[src/rtl/axis_pkt_pkg.sv]
// axis_pkt_pkg: shared types and constants for the packetmem stream forwarder and snooper
package axis_pkt_pkg;
  typedef enum logic [1:0] {ST_WAIT, ST_RECV, ST_DRAIN} snp_state_e;
  localparam int AXIS_DATA_WIDTH = 64;
  localparam int BYTES_PER_WORD = AXIS_DATA_WIDTH / 8;
  typedef logic [31:0] len_t;
endpackage

[src/rtl/axis_keep_popcount.sv]
// axis_keep_popcount: combinational count of set TKEEP bits
//   keep_i  [N-1:0]          byte-enable mask
//   cnt_o   [$clog2(N+1)-1:0] number of ones in keep_i
module axis_keep_popcount #(
  parameter int N = 8
) (
  input  logic [N-1:0]           keep_i,
  output logic [$clog2(N+1)-1:0] cnt_o
);
  always_comb begin
    cnt_o = '0;
    for (int i = 0; i < N; i++) cnt_o = cnt_o + $bits(cnt_o)'(keep_i[i]);
  end
endmodule

[src/rtl/axistream_snooper.sv]
// axistream_snooper: AXI Stream receive engine writing packets into a free packetmem buffer
//   clk, rst            clock, synchronous active-high reset
//   TDATA/TVALID/TLAST  inbound stream beat; TREADY back to the master
//   TKEEP               byte enables, present only with AXIS_SNOOPER_TKEEP_EN defined
//   snooper_wr_*        packetmem write port (address, data, strobe)
//   snooper_done        1-cycle pulse when a packet has been fully written
//   len_from_snooper    packet length (words, or bytes with TKEEP), valid with snooper_done
//   ready_for_snooper   packetmem has a free buffer, sampled only while waiting
module axistream_snooper
  import axis_pkt_pkg::*;
#(
  parameter int DATA_WIDTH = 64,
  parameter int ADDR_WIDTH = 10
) (
  input  logic                  clk,
  input  logic                  rst,
  input  logic [DATA_WIDTH-1:0] TDATA,
  input  logic                  TVALID,
  input  logic                  TLAST,
`ifdef AXIS_SNOOPER_TKEEP_EN
  input  logic [DATA_WIDTH/8-1:0] TKEEP,
`endif
  output logic                  TREADY,
  output logic [ADDR_WIDTH-1:0] snooper_wr_addr,
  output logic [DATA_WIDTH-1:0] snooper_wr_data,
  output logic                  snooper_wr_en,
  output logic                  snooper_done,
  input  logic                  ready_for_snooper,
  output logic [31:0]           len_from_snooper
);
  localparam int BPW = DATA_WIDTH / 8;
  localparam logic [ADDR_WIDTH:0] LAST_SLOT = {1'b0, {ADDR_WIDTH{1'b1}}};
  snp_state_e state_q, state_d;
  logic [ADDR_WIDTH:0] cnt_q, cnt_d;
  logic [ADDR_WIDTH-1:0] wr_addr_q, wr_addr_d;
  logic [DATA_WIDTH-1:0] wr_data_q, wr_data_d;
  logic wr_en_q, wr_en_d, done_q, done_d;
  len_t len_q, len_d, last_len;
`ifdef AXIS_SNOOPER_TKEEP_EN
  logic [$clog2(BPW+1)-1:0] keep_cnt;
  axis_keep_popcount #(.N(BPW)) u_keep_popcount (
    .keep_i(TKEEP),
    .cnt_o (keep_cnt)
  );
  // cnt_q counts full words written before this last beat
  assign last_len = len_t'(cnt_q) * len_t'(BPW) + len_t'(keep_cnt);
`else
  assign last_len = len_t'(cnt_q) + len_t'(1);
`endif
  // TREADY depends on state only, never on TVALID
  assign TREADY = state_q != ST_WAIT;
  always_comb begin
    state_d = state_q;
    cnt_d = cnt_q;
    wr_en_d = 1'b0;
    done_d = 1'b0;
    wr_addr_d = wr_addr_q;
    wr_data_d = wr_data_q;
    len_d = len_q;
    case (state_q)
      // done_q blocks a ready seen in the same cycle as the completion pulse
      ST_WAIT: if (ready_for_snooper && !done_q) begin
        state_d = ST_RECV;
        cnt_d = '0;
      end
      ST_RECV: if (TVALID) begin
        wr_en_d = 1'b1;
        wr_addr_d = cnt_q[ADDR_WIDTH-1:0];
        wr_data_d = TDATA;
        cnt_d = cnt_q + 1'b1;
        if (TLAST) begin
          done_d = 1'b1;
          len_d = last_len;
          state_d = ST_WAIT;
        end else if (cnt_q == LAST_SLOT) begin
          state_d = ST_DRAIN;
        end
      end
      ST_DRAIN: state_d = TVALID && TLAST ? ST_WAIT : ST_DRAIN;
      default: state_d = ST_WAIT;
    endcase
  end
  always_ff @(posedge clk) begin
    if (rst) begin
      state_q <= ST_WAIT;
      cnt_q <= '0;
      wr_en_q <= 1'b0;
      done_q <= 1'b0;
      wr_addr_q <= '0;
      wr_data_q <= '0;
      len_q <= '0;
    end else begin
      state_q <= state_d;
      cnt_q <= cnt_d;
      wr_en_q <= wr_en_d;
      done_q <= done_d;
      wr_addr_q <= wr_addr_d;
      wr_data_q <= wr_data_d;
      len_q <= len_d;
    end
  end
  assign snooper_wr_en = wr_en_q;
  assign snooper_wr_addr = wr_addr_q;
  assign snooper_wr_data = wr_data_q;
  assign snooper_done = done_q;
  assign len_from_snooper = len_q;
endmodule

[config.mk]
export PLATFORM = sky130hd
export DESIGN_NAME = axistream_snooper
export DESIGN_NICKNAME = d
export VERILOG_FILES = /design/src/rtl/axis_pkt_pkg.sv /design/src/rtl/axis_keep_popcount.sv /design/src/rtl/axistream_snooper.sv
export SDC_FILE = /design/constraint.sdc
export NUM_CORES = 1
export LEC_CHECK = 0
export CELL_PAD_IN_SITES_DETAIL_PLACEMENT = 0
export CELL_PAD_IN_SITES_GLOBAL_PLACEMENT = 2
export CORE_MARGIN = 4
export CORE_UTILIZATION = 24
export CTS_CLUSTER_SIZE = 20
export DETAILED_ROUTE_END_ITERATION = 10
export MAX_ROUTING_LAYER = met4
export PLACE_DENSITY = 0.8
export SETUP_SLACK_MARGIN = 0.1
export SLEW_MARGIN = 10
export SYNTH_ARGS = -nofsm -noshare
export SYNTH_HDL_FRONTEND = slang
export SYNTH_SLANG_ARGS = --single-unit
[constraint.sdc]
create_clock -name clk -period 2.4 [get_ports clk]
set_input_delay 0.48 -clock clk [delete_from_list [all_inputs] [get_ports clk]]
set_output_delay 0.48 -clock clk [all_outputs]
set_load 0.05 [all_outputs]
==> Word level (Yosys, flattened, before mapping) <==
Cells that the tools add are included.
Widths: inputs -> output; s select.
{ "classes": {"mux": 11, "n_eq_ne": 6, "n_addsub": 2, "n_reduce_logical": 12, "n_bitwise": 2} }
{ "op_table": {"columns": ["operator", "n"], "rows": [
  ["$mux 11", 2],
  ["$pmux 11 s2", 1],
  ["$add 11x1->12 const B", 1],
  ["$add 11x1->11 const B", 1],
  ["$eq 11x10->1 const B", 1],
  ["$mux 2", 5],
  ["$reduce_and 3->1", 3],
  ["$pmux 2 s3", 1],
  ["$ne 2x2->1 const B", 2],
  ["$reduce_bool 2->1", 2],
  ["$ne 3x3->1 const B", 1],
  ["$reduce_or 3->1", 1],
  ["$eq 2x1->1 const B", 1],
  ["$eq 2x2->1 const B", 1],
  ["$logic_and 1x1->1", 2],
  ["$logic_not 2->1", 1],
  ["$mux 1", 2],
  ["$not 1->1", 2],
  ["$reduce_and 2->1", 1],
  ["$reduce_or 2->1", 1],
  ["$logic_not 1->1", 1]
]} }
{ "word_totals": {"out_inout_bits": 109, "ff_bits": 121, "in_bits": 69, "word_cells": 40} }

==> Depth between registers and ports, before layout <==
Gate-level depths: netlist of run 1.
{ "logic_depth": {"ltp_word": 5, "mapped_depth": 7, "mapped_depth_nobuf": 5} }

==> Worst setup path before layout of run 1 <==
OpenSTA, ideal clock, no wires.
{ "synth_path": {"path_type": "register -> register", "start": "register cnt_q[0]", "end": "register state_q[1]", "setup_slack_ps": 753, "period_less_slack_ps": 1647, "setup_time_ps": 70, "n_path_buf": 1, "arrival_time_ps": 1576, "path_stages_with_launch": 7, "required_ps": 2330, "cell_sequence": "dfxtp_1 -> ha_1 -> and3_1 -> buf_6 -> nand3_4 -> or4_1 -> a21oi_1"} }
{ "synth_via": {"elab_chain_cells": 3} }
{ "synth_lines": {"columns": ["element", "line", "text"], "rows": [
  ["start, declared", "axistream_snooper.sv:34", "logic [ADDR_WIDTH:0] cnt_q, cnt_d;"],
  ["start signal, assigned", "axistream_snooper.sv:94", "cnt_q <= cnt_d;"],
  ["$eq 11x10->1", "axistream_snooper.sv:75", "end else if (cnt_q == LAST_SLOT) begin"],
  ["$ne 3x3->1 (no line)", null, null],
  ["$reduce_and 3->1 (no line)", null, null],
  ["end signal, assigned", "axistream_snooper.sv:93", "state_q <= state_d;"],
  ["end, declared", "axistream_snooper.sv:33", "snp_state_e state_q, state_d;"]
]} }
No other way between the ends.
A chain may end at the register's enable or synchronous reset.

==> Worst setup path after layout of run 1 <==
{ "layout_path": {"start": "register state_q[0]", "end": "output port TREADY"} }
{ "layout_via": {"elab_chain_cells": 1} }
{ "layout_lines": {"columns": ["element", "line", "text"], "rows": [
  ["$reduce_bool 2->1", "axistream_snooper.sv:51", "assign TREADY = state_q != ST_WAIT;"],
  ["end, declared", "axistream_snooper.sv:23", "output logic TREADY,"]
]} }
No other way between the ends.

==> results of run 1 <==
==> metal layers <==
| metal | vias up | part of all wire (%) | track usage [%] |
|---|---|---|---|
| met5 | - | 0 | - |
| met4 | 0 | 1.0 | 2.83 |
| met3 | 11 | 8.9 | 5.15 |
| met2 | 128 | 46 | 20.6 |
| met1 | 1684 | 44 | 15.2 |
| li1 | 1881 | - | - |
==> area by class of cell <==
class | count | area [µm²]
Inverter | 3 | 11.3
Fill cell | 1632 | 10100
Clock buffer | 13 | 260
Multi-Input combinational cell | 355 | 1690
Sequential cell | 101 | 2020
Timing Repair Buffer | 171 | 1670
Clock inverter | 3 | 43.8
Tap cell | 216 | 270
==> worst min-delay path by stage <==
stage	startpoint	endpoint	slack, ps	cells past startpoint
floorplan	cnt_q[1]	cnt_q[1]	470	2
global placement	snooper_wr_data[54]	snooper_wr_data[54]	440	2
detailed placement	snooper_wr_data[32]	snooper_wr_data[32]	450	2
CTS	snooper_wr_data[32]	snooper_wr_data[32]	460	2
global route	snooper_wr_data[45]	snooper_wr_data[45]	470	2
finish	snooper_wr_data[32]	snooper_wr_data[32]	450	2
==> worst min-delay path: cells and delay by family, from the launching register on <==
family / cells / cell delay (ps)
flip-flops: 1 / 300
AND/OR/NAND/NOR: 1 / 50
AO/OA/AOI/OAI: 1 / 50
==> kinds of logic after synthesis <==
family	after synthesis	synth area share, %
and+or+nand+nor	218	23.3
AOI/OAI and AO/OA	106	14.8
DFF	101	50.8
buffers and inverters	60	8.52
xor gates and xnor gates	9	1.98
adders and majority gates	1	0.314
other	1	0.0942
muxes	1	0.283
==> Yosys cell counts, types with 2 or more instances <==
cell type  number  area (µm²)
a211oi_1       10        75.1
a21o_1          2        15.0
a21oi_1        83         415
a31oi_1         3        18.8
and3_1          3        18.8
buf_2          10        50.1
buf_4          23         173
buf_6           2        22.5
clkbuf_1       21        78.8
dfxtp_1       101        2020
inv_1           3        11.3
nand2_1       160         601
nand2b_1        3        18.8
nand3_1         5        25.0
nand3b_1        3        22.5
nand4_1         3        18.8
nand4b_1        4        35.0
nor2_1         24        90.1
nor3_1          4        20.0
o21ai_0         3        15.0
or4_1           2        15.0
xnor2_1         5        43.8
xor2_1          4        35.0
==> sequential cells by signal, indices dropped and copies added (netlist names) <==
name and flops:
cnt_q 11, len_from_snooper 12, snooper_done 1, snooper_wr_addr 10, snooper_wr_data 64, snooper_wr_en 1
state_q 2
==> power by group through the flow <==
| stage | registers, W | clock network [W] | logic [W] |
|---|---|---|---|
| after floorplan | 0.00198 | 0 | 0.000252 |
| after global placement | 0.00180 | 0 | 0.000678 |
| after detailed placement | 0.00180 | 0 | 0.000682 |
| after CTS | 0.00176 | 0.00155 | 0.000683 |
| after global routing | 0.00177 | 0.00163 | 0.000719 |
| final | 0.00176 | 0.00149 | 0.000676 |
==> per-stage QoR <==
step                      utilization, %  instance area (µm²)
after global placement              35.3                 5670
after floorplan                        -                 4050
after CTS                           37.2                 5970
final                               37.2                 5970
after global routing                37.2                 5970
after detailed placement            35.3                 5670
==> impl_metrics.tcl, run 1 <==
set metrics [dict create \
    leakagePower_nw 2.08 \
    slew_headroom_pct 59.1 \
    p_int_w 0.00284 \
    fin_cells 862 \
    layout_common_cells "160 x nand2_1, 155 x clkdlybuf4s50_1, 101 x dfxtp_1" \
    critPathBufInv 2 \
    drv_cap 0 \
    antenna_cells 0 \
    layout_commonest_cell "nand2_1" \
    clockBufferDepth 2 \
    pwr-share-clk_pct 37.9 \
    drt_wl_total_mm 11.7 \
    r2r_cells 5 \
    coreArea_um2 16100 \
    pwr-share-seq_pct 44.9 \
    drt_iter0_markers 163 \
    yosysWarnings 0 \
    antenna_found_initial 0 \
    grt_pass1_vias 3697 \
    start_util_pct 24.8 \
    power_frac_comb_pct 17.2 \
    die_h_um 137 \
    synth_cell_type_count 39 \
    num_vias 3704 \
    die_area_um2 18700 \
    via_per_inst 4.30 \
    status "finished clean" \
    tightestPinTransition_ps 613 \
    antenna_left 0 \
    clk_latency_ps 340 \
    cts_root_buffer "clkbuf_16" \
    r2r_slack_ps 490 \
    fin_crit_sh_pct 84.8 \
    cts_buffers 9 \
    total_power_w 0.00393 \
    setup_slack_ps 365 \
    grt_pass1_wl_mm 18.5 \
    cp_data_arrival_time_ps 1560 \
    finalHoldWorstSlack_ps 451 \
    grt-ovfl-total 0 \
    synth.avg_cell_area_um2 8.01 \
    synth_edf_count 0 \
    finalHoldViolCount 0 \
    tns_ps 0 \
    syn_to_final_growth_pct 50.0 \
    cts.sinks 101 \
    powerDensity_nw_per_um2 657 \
    path_cells "nor2_1 > inv_1 > dlygate4sd2_1" \
    p_sw_w 0.00109 \
    postSynthCellCount 497 \
    yosys_register_bits 101 \
    drive_gt1_share_pct 5.26 \
    setup_violations 0 \
    fin_worst_skew_ps 5.91 \
    crit_fanout 9 \
    async_flop_share_pct 0 \
    finalMaxSlewViolations 0 \
    end_kind "output port" \
    htree_levels 3 \
    cts_tree "done" \
    dp_cells 846 \
    r2r-end "state_q[1]" \
    fmax_mhz 491 \
    finalCriticalPeriod_ps 2040 \
    postCtsSetupBuffers 0 \
    max_stage_delay_ps 520 \
    syn_area_um2 3980 \
    row_count 46 \
    grt_use_total_pct 12.8 \
    path_depth 3 \
    critPathLaunch "state_q[0]" \
    ios 178 \
    ys_seq_area_share_pct 50.8 \
    slowest_stage "dlygate4sd2_1" \
    clk_pin_slew_worst_paths_ps 70 \
    io_buffers 157 \
    cp_top_family "buffers and inverters" \
    ys.flop_type "dfxtp_1" \
    hold_path.class "reg -> reg" \
    ctsResizeCount 1 \
    wl_per_cell_um 13.5 \
    dp_hpwl_mm 8.44 \
    gp_congestion 0.784 \
    cts_hold_buffers 0 \
    finalNetCount 711 \
    peakVddDrop_mv 0.345 \
    grt_max_degree 56 \
    switching_share_pct 27.6 \
    cp.required_ps 1920 \
    dpl_worst_slack_ps 265 \
    path_class "reg -> out" \
    die_width_um 137 \
    drt_pass1_iterations 5 \
    drc 0 \
    critPathLaunchType "flip-flop" \
    rr_startpoint "cnt_q[1]" \
    crit_path_end "TREADY" \
    rsz0062_at_grt "false" \
]
(Power assumes the default switching activity.)
==> inputs of run 2 (changes only) <==
CORE_UTILIZATION = 22   (was 24)
PLACE_DENSITY = 0.74   (was 0.8)
clock period = 1.9 ns   (was 2.4 ns; I/O delays follow)
==> impl_metrics.tcl, run 2 (synthesis results as in run 1) <==
set metrics [dict create \
    clockBufferDepth 2 \
    antenna_cells 0 \
    clk_latency_ps 350 \
    p_sw_w 0.00145 \
    layout_commonest_cell "nand2_1" \
    htree_levels 3 \
    powerDensity_nw_per_um2 834 \
    clk_pin_slew_worst_paths_ps 70 \
    min_delay_worst_endpoint "snooper_wr_addr[5]" \
    wl_per_cell_um 13.7 \
    critPathLaunchType "flip-flop" \
    die_area_um2 20300 \
    num_vias 3762 \
    power_frac_comb_pct 16.8 \
    die_width_um 143 \
    r2r-end "state_q[1]" \
    finalNetCount 728 \
    row_count 48 \
    status "finished clean" \
    drc 0 \
    syn_to_final_growth_pct 50.5 \
    grt_max_degree 39 \
    cp_data_arrival_time_ps 1340 \
    gp_congestion 0.761 \
    min_from "rst" \
    grt_use_total_pct 12.2 \
    antenna_left 0 \
    finalMaxSlewViolations 0 \
    setup_violations 0 \
    grt_pass1_wl_mm 19.2 \
    dpl_worst_slack_ps -88.6 \
    largest_reg_flops 64 \
    n_fill_cell 1901 \
    ios 178 \
    pwr-share-seq_pct 44.5 \
    end_kind "output port" \
    dp_hpwl_mm 8.92 \
    p_int_w 0.00354 \
    hold_path.class "in -> reg" \
    leakagePower_nw 2.49 \
    cts_root_buffer "clkbuf_16" \
    drt_pass1_iterations 5 \
    rsz0062_at_grt "false" \
    tightestPinTransition_ps 538 \
    cts_tree "done" \
    fmax_mhz 581 \
    crit_fanout 9 \
    finalHoldViolCount 0 \
    die_h_um 143 \
    cts_buffers 9 \
    fin_worst_skew_ps 8.04 \
    finalCriticalPeriod_ps 1720 \
    antenna_found_initial 0 \
    via_per_inst 4.24 \
    pwr-share-clk_pct 38.7 \
    switching_share_pct 29.1 \
    cp.required_ps 1520 \
    slew_headroom_pct 64.3 \
    drive_gt1_share_pct 12.8 \
    start_util_pct 22.7 \
    grt_pass1_vias 3713 \
    layout_common_cells "160 x nand2_1, 101 x dfxtp_1, 83 x a21oi_1" \
    r2r_slack_ps 240 \
    drt_iter0_markers 177 \
    drv_cap 0 \
    peakVddDrop_mv 0.413 \
    setup_slack_ps 179 \
    rr_startpoint "cnt_q[2]" \
    postCtsSetupBuffers 0 \
    cts.sinks 101 \
    grt-ovfl-total 0 \
    drt_wl_total_mm 12.1 \
    coreArea_um2 17500 \
    r2r_cells 4 \
    path_class "reg -> out" \
    io_buffers 157 \
    tns_ps 0 \
    fin_crit_sh_pct 90.6 \
    hold-path-cell-count 2 \
]
==> run 2: layout make-up <==
type	instances	area, µm²	area share, %
sequential	101	2020	33.8
clock buffer	10	239	3.99
clock inverter	6	68.8	1.15
tap	225	282	4.70
timing repair buffer	188	1680	28.0
multi-input combinational	355	1690	28.3
inverter	3	11.3	0.188
==> run 2: power by group through the flow <==
| stage | combinational, W | clock (W) | sequential (W) |
|---|---|---|---|
| after floorplan | 0.000318 | 0 | 0.00250 |
| after global placement | 0.000876 | 0 | 0.00227 |
| after detailed placement | 0.000881 | 0 | 0.00227 |
| after CTS | 0.000850 | 0.00201 | 0.00222 |
| after global routing | 0.000899 | 0.00208 | 0.00223 |
| final | 0.000840 | 0.00193 | 0.00222 |
==> run 2: worst max-delay path: stages, from the launching register on <==
cell and delay [ps]:
dfxtp_1 390, nor2_1 300, inv_1 130, buf_12 170
==> run 2: repair_timing <==
| action | CTS | global route |
|---|---|---|
| hold buffers | 0 | 0 |
| gates resized for setup | 57 | 0 |
| endpoints found under the hold margin | 0 | 0 |
| setup endpoints to repair | 57 | 0 |
==> run 2: how the worst max path moves through the flow <==
stage                     from             endpoint  slack (ps)  depth (start not counted)
global placement        TVALID   snooper_wr_addr[1]         -50                          6
finish              state_q[0]               TREADY         180                          3
detailed placement      TVALID  snooper_wr_data[49]         -90                          6
global route        state_q[0]               TREADY         110                          3
floorplan             cnt_q[0]           state_q[1]         250                          6
CTS                 state_q[0]               TREADY         150                          3
==> run 2: through the flow <==
stage | area, µm² | util [%] | instances | hold slack (ps) | power [W]
after global routing | 5990 | 34.2 | 888 | 396 | 0.00521
after detailed placement | 5750 | 32.8 | 872 | 448 | 0.00316
final | 5990 | 34.2 | 888 | 390 | 0.00499
after floorplan | 4050 | - | 516 | 474 | 0.00282
after CTS | 5990 | 34.2 | 888 | 377 | 0.00508
after global placement | 5750 | 32.8 | 872 | 442 | 0.00315
==> run 2: layer usage <==
metal  global-route usage [%]  up-vias  part of all wire, %
met5                        -        -                    0
met3                     3.43       12                  7.1
met1                     15.2     1702                   47
met2                     18.8      121                   45
met4                     4.55        0                  1.4
li1                         -     1927                    -
